$ cat src/rtl/wb_arbiter.sv
// Write-back arbiter: merges ALU and LSU results onto one register-file write port.
// Define WB_ARB_ROUND_ROBIN_EN for round-robin grants; default is fixed LSU priority.
package pkg_config;
    localparam int DATA_WIDTH   = 32;
    localparam int NUM_REGISTER = 32;
endpackage

module wb_arbiter #(
    parameter int  DATA_WIDTH   = pkg_config::DATA_WIDTH,
    parameter int  NUM_REGISTER = pkg_config::NUM_REGISTER,
    localparam int AW           = $clog2(NUM_REGISTER)
) (
    input  logic                    clk_i,
    input  logic                    rst_n_i,
    input  logic                    alu_valid_i,
    output logic                    alu_ready_o,
    input  logic [AW-1:0]           alu_rd_addr_i,
    input  logic [DATA_WIDTH-1:0]   alu_data_i,
    input  logic                    lsu_valid_i,
    output logic                    lsu_ready_o,
    input  logic [AW-1:0]           lsu_rd_addr_i,
    input  logic [DATA_WIDTH-1:0]   lsu_data_i,
    output logic                    rf_we_o,
    output logic [AW-1:0]           rf_rd_addr_o,
    output logic [DATA_WIDTH-1:0]   rf_rd_o,
    output logic [NUM_REGISTER-1:0] pending_o,
    output logic                    busy_o
);

    logic                  alu_v;
    logic [AW-1:0]         alu_addr;
    logic [DATA_WIDTH-1:0] alu_data;
    logic                  lsu_v;
    logic [AW-1:0]         lsu_addr;
    logic [DATA_WIDTH-1:0] lsu_data;

    logic                  grant_alu;
    logic                  grant_lsu;
    logic                  alu_accept;
    logic                  lsu_accept;
    logic [AW-1:0]         sel_addr;
    logic [DATA_WIDTH-1:0] sel_data;
    logic                  sel_we;

`ifdef WB_ARB_ROUND_ROBIN_EN
    // prio_lsu set means LSU wins the next tie; flips only on a grant
    logic prio_lsu;

    always_comb begin
        grant_lsu = lsu_v & (~alu_v | prio_lsu);
        grant_alu = alu_v & (~lsu_v | ~prio_lsu);
    end

    always_ff @(posedge clk_i or negedge rst_n_i) begin
        if (!rst_n_i) begin
            prio_lsu <= 1'b1;
        end else if (grant_alu | grant_lsu) begin
            prio_lsu <= grant_alu;
        end
    end
`else
    always_comb begin
        grant_lsu = lsu_v;
        grant_alu = alu_v & ~lsu_v;
    end
`endif

    // A buffer being granted this cycle can take a new entry at the same edge
    assign alu_ready_o = ~alu_v | grant_alu;
    assign lsu_ready_o = ~lsu_v | grant_lsu;
    assign alu_accept  = alu_valid_i & alu_ready_o;
    assign lsu_accept  = lsu_valid_i & lsu_ready_o;

    always_ff @(posedge clk_i or negedge rst_n_i) begin
        if (!rst_n_i) begin
            alu_v    <= 1'b0;
            alu_addr <= '0;
            alu_data <= '0;
        end else if (alu_accept) begin
            alu_v    <= 1'b1;
            alu_addr <= alu_rd_addr_i;
            alu_data <= alu_data_i;
        end else if (grant_alu) begin
            alu_v    <= 1'b0;
        end
    end

    always_ff @(posedge clk_i or negedge rst_n_i) begin
        if (!rst_n_i) begin
            lsu_v    <= 1'b0;
            lsu_addr <= '0;
            lsu_data <= '0;
        end else if (lsu_accept) begin
            lsu_v    <= 1'b1;
            lsu_addr <= lsu_rd_addr_i;
            lsu_data <= lsu_data_i;
        end else if (grant_lsu) begin
            lsu_v    <= 1'b0;
        end
    end

    // Writes to x0 still consume their grant but never reach the port
    always_comb begin
        sel_addr = grant_lsu ? lsu_addr : alu_addr;
        sel_data = grant_lsu ? lsu_data : alu_data;
        sel_we   = (grant_lsu | grant_alu) && (sel_addr != '0);
    end

    always_ff @(posedge clk_i or negedge rst_n_i) begin
        if (!rst_n_i) begin
            rf_we_o      <= 1'b0;
            rf_rd_addr_o <= '0;
            rf_rd_o      <= '0;
        end else begin
            rf_we_o <= sel_we;
            if (sel_we) begin
                rf_rd_addr_o <= sel_addr;
                rf_rd_o      <= sel_data;
            end
        end
    end

    always_comb begin
        pending_o = '0;
        if (alu_v)   pending_o[alu_addr]     = 1'b1;
        if (lsu_v)   pending_o[lsu_addr]     = 1'b1;
        if (rf_we_o) pending_o[rf_rd_addr_o] = 1'b1;
        pending_o[0] = 1'b0;
    end

    assign busy_o = alu_v | lsu_v | rf_we_o;

endmodule

$ cat config.mk
export PLATFORM = sky130hd
export DESIGN_NAME = wb_arbiter
export DESIGN_NICKNAME = d
export VERILOG_FILES = /design/src/rtl/wb_arbiter.sv
export SDC_FILE = /design/constraint.sdc
export NUM_CORES = 1
export LEC_CHECK = 0
export BUFFER_PORTS_ARGS = -buffer_cell sky130_fd_sc_hd__buf_4
export CORE_MARGIN = 2
export CORE_UTILIZATION = 37
export DETAILED_ROUTE_END_ITERATION = 16
export PLACE_DENSITY_LB_ADDON = 0.2
export SYNTH_ARGS = -nofsm -noshare
export SYNTH_HDL_FRONTEND = slang
export SYNTH_SLANG_ARGS = --single-unit
export TNS_END_PERCENT = 30
$ cat constraint.sdc
create_clock -name clk_i -period 4.8 [get_ports clk_i]
set_clock_uncertainty 0.15 [all_clocks]
set_input_delay 1.2 -clock clk_i [delete_from_list [all_inputs] [get_ports clk_i]]
set_output_delay 1.2 -clock clk_i [all_outputs]
set_load 0.005 [all_outputs]
==> metrics.md <==
| Metric | Value |
|---|---|
| Outcome | `complete, no violations` |
| Die Wd | `126 um` |
| Port-buffer cells | `148` |
| Core area | `14500 um^2` |
| Die H | `126 um` |
| Gr usage total | `0.199` |
| CP Capture Type | `primary output` |
| RSZ-0062 raised after global routing | `no` |
| First-pass iteration count of the detailed router | `4` |
| Dpl cell area | `6690 um^2` |
| Layout cells sized above 1 | `0.420` |
| Initial drt markers | `206` |
| Post-Synthesis Cell Area | `5520 um^2` |
| Hpwl dp | `10.0 mm` |
| Post-CTS sizing | `0` |
| Largest net degree at the start of global routing | `84` |
| Grt total ovfl | `0` |
| Ys Warns | `0` |
| Worst setup path endpoint | `pending_o[20]` |
| Post-route ant nets | `0` |
| Worst-margin pin slew | `1.11 ns` |
| Slew margin rel. | `0.261` |
| Drt wl/cell | `18.8 um` |
| Reg2Reg Capture Point | `alu_data[30]` |
| Vias per cell | `5.46` |
| Clk buf depth | `2` |
| Final layout net count | `700` |
| Final setup viols | `0` |
| Pwr Density | `409 nW/um^2` |
| Async set-reset flop share out of synthesis | `1.00` |
| Dpl ws | `1.74 ns` |
| Post-Syn Nets | `577` |
| Setup Fix Bufs, Post-CTS | `0` |
| DRC | `0` |
| EDFF count, synth | `0` |
| Final WL | `15.4 mm` |
| Sink Count | `114` |
| Cell Rows | `44` |
| Setup TNS | `0 ns` |
| Fin crit period | `3.52 ns` |
| Syn Area/Cell | `11.1 um^2` |
| Max cap viols | `0` |
| Die area | `15900 um^2` |
| Reg2Reg Depth | `4` |
| CP required | `3.45 ns` |
| Clock-pin slew on the worst setup and hold paths | `0.05 ns` |
| Gpl congestion | `0.815` |
| Htree depth | `4` |
| CTS Hold Bufs | `0` |
| HP Class | `reg -> reg` |
| Worst vdd ir | `0.000262 V` |
| CP startpoint kind | `register` |
| Starting Density | `0.380` |
| Root buf cell | `clkbuf_16` |
| Register-to-register setup slack | `2.21 ns` |
| Post-synthesis sequential area ratio | `0.517` |
| Leakage Power | `3.43 nW` |
| P&R area growth vs syn | `31.7%` |
| Final Hold Vio Count | `0` |
| Diodes inserted | `0` |
| Final instance area | `7270 um^2` |
| CTS buffer count | `17` |
| Vias in the first global route | `4621` |
| First-pass GRT wire length | `24.9 mm` |
| Seq cells post-synth | `114` |
| Fmax | `0.284 GHz` |
| R2R Path Start | `grant_lsu` |
| Commonest non-fill, non-tap cell in the layout | `buf_4` |
| Post-route worst setup slack | `1.28 ns` |
| Period utilization | `0.732` |
| Fin. max-slew vios | `0` |
| Latest clock arrival within the worst-skew pair | `0.41 ns` |
| Top-Level Pins | `151` |
| Most frequent cells in the layout | `152 x buf_4, 113 x dfrtp_1, 91 x nand2_1, 74 x mux2_2, 35 x a221o_1` |
| Post-Syn Instances | `499` |
| Post-synth top flop | `dfrtp_1` |
| Crit path from | `alu_v` |
| Finished Core Util | `0.500` |
| Worst-path maximum fanout | `13` |
| Filler cells | `1333` |
| Vias | `4473` |
| CTS tree | `built` |
| CP arrival | `2.17 ns` |
| Critical path class | `reg -> out` |
| Unique masters post-synth | `36` |
| Initial antenna violation count | `0` |
synth_stat cells, types with 2 or more instances:
| library cell | count | share of area |
|---|---|---|
| and3b_1 | 15 | 0.024 |
| clkbuf_1 | 27 | 0.018 |
| nor3b_1 | 11 | 0.015 |
| dfrtp_1 | 114 | 0.52 |
| a21oi_1 | 35 | 0.032 |
| conb_1 | 2 | 0.0014 |
| buf_4 | 2 | 0.0027 |
| a221o_1 | 35 | 0.063 |
| buf_2 | 13 | 0.012 |
| buf_1 | 2 | 0.0014 |
| mux2_2 | 74 | 0.15 |
| inv_1 | 5 | 0.0034 |
| buf_6 | 3 | 0.0061 |
| nor3_1 | 5 | 0.0045 |
| mux2i_1 | 3 | 0.0054 |
| nor2_1 | 7 | 0.0048 |
| nand2b_1 | 3 | 0.0034 |
| nand2_1 | 91 | 0.062 |
| a22oi_1 | 29 | 0.039 |
| a222oi_1 | 2 | 0.0036 |
| and3_1 | 6 | 0.0068 |
state kept, by name, indices dropped and copies added (netlist names):
name and flops:
rf_we_o 1, rf_rd_o 32, alu_v 1, rf_rd_addr_o 5
grant_lsu 1, alu_addr 5, alu_data 32, lsu_addr 5
lsu_data 32
critical path, cell delays in order, from the launching register on:
cell	delay (ns)
dfrtp_1	0.60
nor3b_1	0.75
a22oi_1	0.16
nand2_1	0.13
buf_4	0.11
cell families (layout without fill, tap and decap cells):
| logic type | after synthesis | count (layout) | share of synthesized area |
|---|---|---|---|
| flip-flops | 114 | 114 | 0.517 |
| buffers and inverters | 53 | 189 | 0.0446 |
| AO/OA/AOI/OAI | 107 | 107 | 0.147 |
| multiplexers | 77 | 77 | 0.156 |
| AND/OR/NAND/NOR | 146 | 146 | 0.134 |
| other | 2 | 2 | 0.00136 |
report_power, final:
part,leakage [nW],switching (W),internal (W)
logic,1.81,0.000251,0.000298
registers,1.35,0.000124,0.00109
clock network,0.275,0.000432,0.000774
metal layers:
layer | vias to the layer above | global-route usage | routed length (um)
li1 | 2066 | - | -
met1 | 2252 | 0.255 | 6690
met2 | 144 | 0.320 | 7470
met3 | 11 | 0.0616 | 1100
met4 | 0 | 0.0679 | 115
met5 | - | 0 | 0
area by class of cell:
cell class              instances  area (um^2)  share of cell area
repair buffers                152         1140               0.157
inverters                       5         18.8             0.00258
clock buffers                  19          443              0.0609
clock inverters                13          136              0.0188
multi-input cells             332         2450               0.337
well taps                     184          230              0.0317
flip-flops and latches        114         2850               0.392
worst min path at each step:
stage          cells after the start           to    startpoint  slack (ns)
5_1_grt                            1  rf_rd_o[23]  alu_data[23]        0.36
6_report                           1   rf_rd_o[8]   alu_data[8]        0.35
2_1_floorplan                      1   rf_rd_o[0]   alu_data[0]        0.32
3_3_place_gp                       1  rf_rd_o[30]  alu_data[30]        0.33
4_1_cts                            1   rf_rd_o[8]   alu_data[8]        0.35
3_5_place_dp                       1  rf_rd_o[19]  alu_data[19]        0.34
per-stage QoR:
stage	total power [W]	hold WS, ns	instances
global placement	0.00177	0.333	787
finish	0.00297	0.348	819
detailed placement	0.00179	0.340	787
floorplan	0.00150	0.325	499
global route	0.00313	0.361	819
CTS	0.00301	0.351	819
Note: power is estimated with default switching activity, not from simulation.
